===== src/rtl/cla_seq_pkg.sv =====
// Shared types and constants for the nibble-serial add/subtract sequencer.
package cla_seq_pkg;

  // Width of the shared carry-lookahead slice; the sequencer walks the operands in steps of this size
  localparam int NIB_W = 4;

  localparam logic OP_ADD = 1'b0;
  localparam logic OP_SUB = 1'b1;

  typedef enum logic [1:0] {
    IDLE = 2'd0,
    RUN  = 2'd1,
    DONE = 2'd2
  } state_t;

endpackage


===== src/rtl/cla_addsub_seq_cla4_slice.sv =====
// Purely combinational 4-bit carry-lookahead adder slice.
// Performs no operand inversion; the sequencer supplies ~b and carry-in=1 for subtraction.
module cla4_slice
  import cla_seq_pkg::*;
(
  input  logic [NIB_W-1:0] a,
  input  logic [NIB_W-1:0] b,
  input  logic             cin,
  output logic [NIB_W-1:0] sum,
  output logic             c3,
  output logic             c4
);

  logic [NIB_W-1:0] w_g;
  logic [NIB_W-1:0] w_p;
  logic             w_c1;
  logic             w_c2;

  assign w_g = a & b;
  assign w_p = a ^ b;

  // Every carry is expanded directly from generate/propagate terms so none waits on a lower carry
  always_comb begin
    w_c1 = w_g[0] | (w_p[0] & cin);
    w_c2 = w_g[1] | (w_p[1] & w_g[0]) | (w_p[1] & w_p[0] & cin);
    c3   = w_g[2] | (w_p[2] & w_g[1]) | (w_p[2] & w_p[1] & w_g[0])
         | (w_p[2] & w_p[1] & w_p[0] & cin);
    c4   = w_g[3] | (w_p[3] & w_g[2]) | (w_p[3] & w_p[2] & w_g[1])
         | (w_p[3] & w_p[2] & w_p[1] & w_g[0])
         | (w_p[3] & w_p[2] & w_p[1] & w_p[0] & cin);
    sum  = w_p ^ {c3, w_c2, w_c1, cin};
  end

endmodule


===== src/rtl/cla_addsub_seq.sv =====
// Multi-cycle WIDTH-bit add/subtract built on one shared 4-bit CLA slice,
// stepping one nibble per cycle LSB first with valid/ready on both sides.
// WIDTH must be a multiple of 4 and at least 4.
// Optional macro CLA_SEQ_ABORT_EN adds an 'abort' input that cancels a
// command in RUN or DONE and clears the result outputs.
module cla_addsub_seq
  import cla_seq_pkg::*;
#(
  parameter int WIDTH = 16
) (
  input  logic             clk,
  input  logic             rst,
  input  logic             start_valid,
  output logic             start_ready,
  input  logic             op,
  input  logic [WIDTH-1:0] a,
  input  logic [WIDTH-1:0] b,
`ifdef CLA_SEQ_ABORT_EN
  input  logic             abort,
`endif
  output logic             done_valid,
  input  logic             done_ready,
  output logic [WIDTH-1:0] res,
  output logic             cout,
  output logic             ovf
);

  localparam int NIB  = WIDTH / NIB_W;
  localparam int IDXW = (NIB > 1) ? $clog2(NIB) : 1;
  localparam logic [IDXW-1:0] LAST_IDX = IDXW'(NIB - 1);

  state_t           r_state;
  state_t           w_nextState;
  logic [WIDTH-1:0] r_areg;
  logic [WIDTH-1:0] r_breg;
  logic [WIDTH-1:0] r_res;
  logic [IDXW-1:0]  r_idx;
  logic             r_carry;
  logic             r_cout;
  logic             r_ovf;
  logic [NIB_W-1:0] w_aNib;
  logic [NIB_W-1:0] w_bNib;
  logic [NIB_W-1:0] w_sliceSum;
  logic             w_sliceC3;
  logic             w_sliceC4;
  logic             w_last;

  assign w_aNib = r_areg[NIB_W*r_idx +: NIB_W];
  assign w_bNib = r_breg[NIB_W*r_idx +: NIB_W];
  assign w_last = (r_idx == LAST_IDX);

  cla4_slice u_slice (
    .a   (w_aNib),
    .b   (w_bNib),
    .cin (r_carry),
    .sum (w_sliceSum),
    .c3  (w_sliceC3),
    .c4  (w_sliceC4)
  );

  assign start_ready = (r_state == IDLE);
  assign done_valid  = (r_state == DONE);
  assign res         = r_res;
  assign cout        = r_cout;
  assign ovf         = r_ovf;

  // State register
  always_ff @(posedge clk or posedge rst) begin
    if (rst) r_state <= IDLE;
    else     r_state <= w_nextState;
  end

  // Next state: accept in IDLE, leave RUN after the top nibble, release DONE on consumer ready
  always_comb begin
    w_nextState = r_state;
    case (r_state)
      IDLE:    if (start_valid) w_nextState = RUN;
      RUN:     if (w_last)      w_nextState = DONE;
      DONE:    if (done_ready)  w_nextState = IDLE;
      default: w_nextState = IDLE;
    endcase
`ifdef CLA_SEQ_ABORT_EN
    if (abort && (r_state != IDLE)) w_nextState = IDLE;
`endif
  end

  // Datapath: latch operands at accept, then fold one slice result per cycle into res and carry
  always_ff @(posedge clk or posedge rst) begin
    if (rst) begin
      r_areg  <= '0;
      r_breg  <= '0;
      r_res   <= '0;
      r_idx   <= '0;
      r_carry <= 1'b0;
      r_cout  <= 1'b0;
      r_ovf   <= 1'b0;
    end else
`ifdef CLA_SEQ_ABORT_EN
    if (abort && (r_state != IDLE)) begin
      r_res   <= '0;
      r_cout  <= 1'b0;
      r_ovf   <= 1'b0;
      r_idx   <= '0;
      r_carry <= 1'b0;
    end else
`endif
    begin
      case (r_state)
        IDLE: begin
          if (start_valid) begin
            r_areg  <= a;
            r_breg  <= (op == OP_SUB) ? ~b : b;
            r_carry <= op;
            r_idx   <= '0;
            r_res   <= '0;
          end
        end
        RUN: begin
          r_res[NIB_W*r_idx +: NIB_W] <= w_sliceSum;
          r_carry <= w_sliceC4;
          if (w_last) begin
            r_cout <= w_sliceC4;
            r_ovf  <= w_sliceC3 ^ w_sliceC4;
          end else begin
            r_idx <= r_idx + 1'b1;
          end
        end
        default: ;
      endcase
    end
  end

endmodule


===== config.mk =====
export PLATFORM = sky130hd
export DESIGN_NAME = cla_addsub_seq
export DESIGN_NICKNAME = d
export VERILOG_FILES = /design/src/rtl/cla_seq_pkg.sv /design/src/rtl/cla_addsub_seq_cla4_slice.sv /design/src/rtl/cla_addsub_seq.sv
export SDC_FILE = /design/constraint.sdc
export NUM_CORES = 1
export LEC_CHECK = 0
export CAP_MARGIN = 15
export CORE_UTILIZATION = 45
export CTS_CLUSTER_SIZE = 8
export DETAILED_ROUTE_END_ITERATION = 7
export GPL_TIMING_DRIVEN = 0
export PLACE_DENSITY = 0.71
export SYNTH_ARGS = -nofsm -noshare
export SYNTH_HDL_FRONTEND = slang
export SYNTH_SLANG_ARGS = --single-unit

===== constraint.sdc =====
create_clock -name clk -period 6.7 [get_ports clk]
set_input_delay 2.01 -clock clk [delete_from_list [all_inputs] [get_ports clk]]
set_output_delay 2.01 -clock clk [all_outputs]
set_load 0.03 [all_outputs]

==> summary.md, run 1 <==
| Metric | Value |
|---|---|
| Status | complete, no violations |
| Root buffer cell | clkbuf_8 |
| Critical path endpoint category | primary output |
| GRT Total Usage | 18.8% |
| Largest net degree at the start of global routing | 32 |
| Post-Syn Area | 2820 um^2 |
| Avg WL per Cell | 15.6 um |
| Pins Over Slew Limit | 0 |
| Total clock sinks | 55 |
| Post-DR vias/cell | 5.20 |
| Max Root-Sink Buffers | 2 |
| Cell taking the most area after synthesis | dfrtp_1 |
| CP max FO | 10 |
| Area of the multi-input gates | 1340 um^2 |
| IO Count | 57 |
| Drt first pass iters | 4 |
| Placed inst area | 3480 um^2 |
| Worst-path clk slew | 0.10 ns |
| Worst reg2reg startpoint | r_idx[0]$_DFFE_PP0P_ |
| Diode count | 0 |
| FP Rows | 28 |
| Resize count post-CTS | 0 |
| Synth top area cells | dfrtp_1 (49%), mux2_4 (8.5%), mux4_2 (6.4%), a22o_1 (5.6%), xnor2_1 (5.3%) |
| Leakage | 1.55 nW |
| Grt total ovfl | 0 |
| Met3 Use GR | 3.82% |
| RePlAce Congestion | 0.777 |
| Crit path time final | 3.83 ns |
| Register area share after synthesis | 48.8% |
| Synthesized instance count | 217 |
| Critical Path RT | 4.69 ns |
| 1st-iter DRT viols | 51 |
| GR Layer Usage met1 | 25.2% |
| Unrepaired setup endpoints after global routing | false |
| Yosys warning count | 0 |
| Setup Buffers After CTS | 0 |
| Post-synth cell types | 33 |
| Hold Fails Final Rpt | 0 |
| PnR worst setup slack | 2.87 ns |
| GRT met2 Usage | 31.4% |
| Detailed placement HPWL | 4130 um |
| Hold path start | ovf$_DFFE_PP0P_ |
| Initial cell density of the core | 47.1% |
| Pwr Total | 0.00190 W |
| Worst setup path category | flip-flop to primary output |
| ANT nets after route | 0 |
| CTS tree | built |
| Startpoint types | flip-flop |
| H-tree depth reported by CTS | 2 |
| Core area | 5990 um^2 |
| Final wirelength | 5560 um |
| CTS Hold Bufs | 0 |
| WP data arrival | 1.82 ns |
| DRC | 0 |
| Gr busiest metal | met2 |
| Synth Register Bits | 55 |
| Area Growth Syn to Fin | 27.6% |
| Share of cells above drive strength 1 | 21.4% |
| Critical Path Source | r_state[0]$_DFFE_PP0P_ |
| Fillers | 503 |
| Via count | 1,852 |
| Max-cap violations | 0 |
| # port buffers | 55 |
| Initial antenna violation count | 0 |
| Clock skew | 0.00717 ns |
| Dpl ws | 3.21 ns |
| Final period util | 57.2% |
| Chip height | 81.2 um |
| # nets final | 328 |
| Syn Nets | 265 |
| Sequential cell area | 1380 um^2 |
| Worst IR Drop VDD | 0.000259 V |
| Worst skew pair latency | 0.31 ns |
| Synth top area share | 48.8% |
| Slew headroom | 59.9% |
| Setup_tns | 0 ns |
| DIE WIDTH | 81.2 um |
| Core Util, Final | 60.1% |
| Vias in the first global route | 1,904 |
| Average size of a mapped cell | 13.0 um^2 |
| Final setup fails | 0 |
| Least-Margin Pin Slew | 0.601 ns |
| First-pass GRT wire length | 9240 um |
| Num CTS Buffers | 5 |
| Die ar. | 6590 um^2 |
| Finished layout cell area | 3600 um^2 |
| Max frequency | 261 MHz |
| HP Class | flip-flop to flip-flop |
| Pwr Density | 529 nW/um^2 |
[worst paths after layout]
path	endpoint	slack (ns)	cells past startpoint
min reg2reg	ovf$_DFFE_PP0P_	0.50	2
max reg2reg	res[15]$_DFFE_PP0P_	3.84	8
max	done_valid	2.87	4
max in group asynchronous	r_idx[0]$_DFFE_PP0P_	4.10	3
min	ovf$_DFFE_PP0P_	0.50	2
min in group asynchronous	res[13]$_DFFE_PP0P_	2.04	2
[cell families after synthesis]
kind of cell | after synthesis | share of synthesized area, %
flops | 55 | 48.8
compound gates | 52 | 14.0
simple gates | 37 | 6.65
mux | 26 | 15.7
xor+xnor | 19 | 5.90
buf+inv | 17 | 3.86
fa+ha+maj | 11 | 5.15
[cells in the final DEF (no fill, tap or decap), types with 8 or more instances in the layout]
| cell type | count |
|---|---|
| a21oi_1 | 9 |
| a21oi_2 | 10 |
| a22o_1 | 18 |
| clkdlybuf4s50_1 | 55 |
| dfrtp_1 | 55 |
| ha_1 | 10 |
| mux2_4 | 16 |
| mux4_2 | 8 |
| nor2_1 | 19 |
| xnor2_1 | 17 |
[metal layers]
layer / part of all wire, % / vias to the layer above
met5: 0 / -
li1: - / 900
met1: 46 / 894
met4: 0.58 / 0
met2: 49 / 54
met3: 4.5 / 4
[metrics by stage]
step                hold WS [ns]  cells
floorplan                  0.476    217
global placement           0.471    347
detailed placement         0.479    348
CTS                        0.505    356
global route               0.528    356
finish                     0.501    356
[worst max-delay path, stage by stage (launching register included)]
cell and delay [ns]:
dfrtp_1 0.43, buf_2 0.20, nand2b_1 0.17, inv_1 0.06, clkdlybuf4s50_1 0.66
[report_power, final]
part	switching [W]	leakage, nW	internal, W
logic	0.000579	0.822	0.000525
registers	0.0000894	0.672	0.000483
clock network	0.000116	0.0548	0.000113
total	0.000784	1.55	0.00112
[synthesized netlist by cell type]
cell type and instances:
buf_6 4, buf_4 2, nand3b_1 1, fa_1 1, inv_1 4, dfrtp_1 55
a21oi_2 10, mux2i_1 1, nor4b_2 1, a211oi_1 1, and2_4 1, ha_1 10
mux2_2 1, nor3_1 1, o21bai_2 1, clkbuf_1 1, buf_2 6, xor2_1 2
nand2_1 6, nor2b_1 2, o21ai_1 1, a22oi_1 1, and4_1 3, a21o_1 6
nor2_1 19, o21ai_0 4, xnor2_1 17, mux2_4 16, a21oi_1 9, a22o_1 18
mux4_2 8, o21bai_1 1, nand2b_1 3
[area by class of cell]
cell class	instances	share of cell area [%]
Buffer	13	2.61
Clock buffer	5	1.91
Clock inverter	3	1.29
Inverter	4	0.417
Multi-Input combinational cell	145	37.1
Sequential cell	55	38.2
Tap cell	75	2.61
Timing Repair Buffer	56	15.8
[state kept, by name, summed over array words and instances, names as in the netlist]
name and cells:
r_carry 1, r_areg 16, cout 1, ovf 1, res 16, r_state 2
r_breg 16, r_idx 2
(Power assumes the default switching activity.)
==> run 2: changes to the inputs <==
==> constraint.sdc (replaced) <==
create_clock -name clk -period 3.7 [get_ports clk]
set_input_delay 1.11 -clock clk [delete_from_list [all_inputs] [get_ports clk]]
set_output_delay 1.11 -clock clk [all_outputs]
set_load 0.03 [all_outputs]
==> results of run 2 <==
Same layout as run 1 (identical final DEF). Status: complete, no violations.
Main changes from that run: setup slack after placement 3.21 ns -> 0.818 ns; setup slack after layout 2.87 ns -> 0.766 ns; register-to-register setup slack 3.84 ns -> 0.84 ns; total power 0.00190 W -> 0.00345 W; worst IR drop on VDD 0.000259 V -> 0.000470 V
==> run 3: changes to the inputs <==
--- a/config.mk
+++ b/config.mk
@@ -10,7 +10,7 @@
 export CTS_CLUSTER_SIZE = 8
 export DETAILED_ROUTE_END_ITERATION = 7
 export GPL_TIMING_DRIVEN = 0
-export PLACE_DENSITY = 0.71
+export PLACE_DENSITY = 0.74
 export SYNTH_ARGS = -nofsm -noshare
 export SYNTH_HDL_FRONTEND = slang
 export SYNTH_SLANG_ARGS = --single-unit
==> constraint.sdc (replaced) <==
create_clock -name clk -period 2.6 [get_ports clk]
set_input_delay 0.78 -clock clk [delete_from_list [all_inputs] [get_ports clk]]
set_output_delay 0.78 -clock clk [all_outputs]
set_load 0.03 [all_outputs]
==> summary.md, run 3 (same netlist as run 1, synthesis figures left out) <==
| Metric | Value |
|---|---|
| # nets final | 330 (+0.61%) |
| Area of the multi-input gates | 1350 um^2 (+0.94%) |
| Critical Path Source | r_idx[0]$_DFFE_PP0P_ |
| Worst skew pair latency | 0.31 ns (about the same) |
| Max Root-Sink Buffers | 2 (unchanged) |
| Largest net degree at the start of global routing | 41 (+28%) |
| Detailed placement HPWL | 4120 um (-0.14%) |
| Share of cells above drive strength 1 | 22.7% (+1.3 points) |
| Pins Over Slew Limit | 0 (unchanged) |
| Status | complete, no violations |
| Worst Hold Depth | 2 (unchanged) |
| Sequential cell area | 1380 um^2 (unchanged) |
| Vias in the first global route | 1,940 (+1.9%) |
| Initial antenna violation count | 0 (unchanged) |
| ANT nets after route | 0 (unchanged) |
| Final non-filler cell total | 357 (+0.28%) |
| CP max FO | 10 (unchanged) |
| Clock skew | 0.0101 ns (+0.00292 ns) |
| # port buffers | 55 (unchanged) |
| DRC | 0 (unchanged) |
| First-pass GRT wire length | 9450 um (+2.2%) |
| Final wirelength | 5570 um (+0.18%) |
| Diode count | 0 (unchanged) |
| Root buffer cell | clkbuf_8 |
| Finished layout cell area | 3620 um^2 (+0.49%) |
| WP data arrival | 2.70 ns (+0.88 ns) |
| Leakage | 1.58 nW (+1.9%) |
| Initial cell density of the core | 47.1% (unchanged) |
| CTS tree | built |
| Worst-path clk slew | 0.09 ns (about the same) |
| FP Rows | 28 (unchanged) |
| Max-cap violations | 0 (unchanged) |
| Pwr Density | 1350 nW/um^2 |
| Area Growth Syn to Fin | 28.3% |
| IO Count | 57 (unchanged) |
| Crit-path slowest cell | mux4_2 |
| 1st-iter DRT viols | 68 (+33%) |
| Commonest non-fill, non-tap cell in the layout | dfrtp_1 |
| Drt first pass iters | 4 (unchanged) |
| Crit path max-delay family | compound AO/OA/AOI/OAI gates |
| Buf+Inv Stages, Crit Path | 2 (-1) |
| Hold path start | ovf$_DFFE_PP0P_ |
| Max frequency | 399 MHz |
| Fillers | 506 (+0.60%) |
| CTS Hold Bufs | 0 (unchanged) |
| Worst reg2reg startpoint | r_idx[0]$_DFFE_PP0P_ |
| Via count | 1,886 (+1.8%) |
| WP depth | 8 (+4) |
| Crit path time final | 2.51 ns |
| Most frequent cells in the layout | dfrtp_1 (55), clkdlybuf4s50_1 (54), nor2_1 (19) |
| Slew headroom | 72.6% (+13 points) |
| Die ar. | 6590 um^2 (unchanged) |
| Num CTS Buffers | 5 (unchanged) |
| DIE WIDTH | 81.2 um (unchanged) |
| Worst setup path category | flip-flop to flip-flop |
| Avg WL per Cell | 15.6 um (-0.10%) |
| HP Class | flip-flop to flip-flop |
| Least-Margin Pin Slew | 0.409 ns (-0.191 ns) |
| Startpoint types | flip-flop |
| Post-DR vias/cell | 5.28 (+1.6%) |
| Final period util | 96.4% |
| Grt total ovfl | 0 (unchanged) |
| H-tree depth reported by CTS | 2 (unchanged) |
| Total clock sinks | 55 (unchanged) |
| Core area | 5990 um^2 (unchanged) |
| Final setup fails | 0 (unchanged) |
| Chip height | 81.2 um (unchanged) |
| Critical path endpoint category | flip-flop |
| Critical Path RT | 2.80 ns |
| Worst Reg-to-Reg Cells | 8 (unchanged) |
| R2r setup slk | 0.09 ns |
| Crit-path cells | buf_6 -> buf_12 -> mux4_2 -> ha_1 -> a211oi_2 -> o21bai_2 -> xor2_2 -> a22o_1 |
| Worst IR Drop VDD | 0.000614 V |
| Placed cells | 348 (unchanged) |
| Hold Fails Final Rpt | 0 (unchanged) |
| Max incr delay on CP | 0.55 ns (-0.11 ns) |
| RePlAce Congestion | 0.775 (-0.30%) |
| GRT Total Usage | 19.3% (+0.55 points) |
| Placed inst area | 3480 um^2 (unchanged) |
-- run 3: path summary, 6_finish.rpt --
check	end
min	ovf$_DFFE_PP0P_
max reg2reg	res[7]$_DFFE_PP0P_
max	res[7]$_DFFE_PP0P_
min in group asynchronous	res[12]$_DFFE_PP0P_
min reg2reg	ovf$_DFFE_PP0P_
max in group asynchronous	r_idx[1]$_DFFE_PP0P_
-- run 3: timing repair --
action                                  4_1_cts  5_1_grt
endpoints found under the setup margin       11       10
pin swaps                                     0        0
buffers inserted                              1        1
resized for setup                             5        4
endpoints found under the hold margin         0        0
-- run 3: where the power goes --
group	leakage (nW)	total, W	switching, W	internal (W)
Sequential	0.672	0.00148	0.000236	0.00125
Clock	0.0440	0.000462	0.000276	0.000185
Combinational	0.861	0.00296	0.00153	0.00143
Total	1.58	0.00490	0.00204	0.00286
-- run 3: final cells by class --
cell class	instances	area share [%]
clock buffer	5	1.90
buffer	13	3.15
timing repair buffer	58	16.3
sequential	55	38.0
tap	75	2.59
clock inverter	2	0.380
inverter	4	0.415
multi-input combinational	145	37.3
-- run 3: stage by stage --
| stage | util, % | hold slack [ns] | power [W] | TNS, ns | setup slack [ns] |
|---|---|---|---|---|---|
| 3_3_place_gp | 57.8 | 0.472 | 0.00426 | -29.59 | -0.520 |
| 6_report | 60.4 | 0.495 | 0.00490 | 0 | 0.0948 |
| 5_1_grt | 60.4 | 0.527 | 0.00528 | -0.00657 | -0.00657 |
| 4_1_cts | 60.0 | 0.502 | 0.00489 | 0 | 0.0119 |
| 3_5_place_dp | 58.2 | 0.481 | 0.00433 | -1.50 | -0.257 |
| 2_1_floorplan | - | 0.476 | 0.00356 | 0 | 0.0710 |
-- run 3: worst register-to-register path: stages (launching register included) --
cell	delay (ns)
dfrtp_1	0.39
buf_6	0.17
buf_12	0.15
mux4_2	0.55
ha_1	0.34
a211oi_2	0.24
o21bai_2	0.14
xor2_2	0.20
a22o_1	0.22
-- run 3: routing by layer --
| layer | global-route usage (%) | up-vias | wire length, um |
|---|---|---|---|
| li1 | - | 905 | - |
| met1 | 24.5 | 920 | 2560 |
| met2 | 33.1 | 54 | 2720 |
| met3 | 3.48 | 7 | 210 |
| met4 | 6.43 | 0 | 76 |
| met5 | 0 | - | 0 |
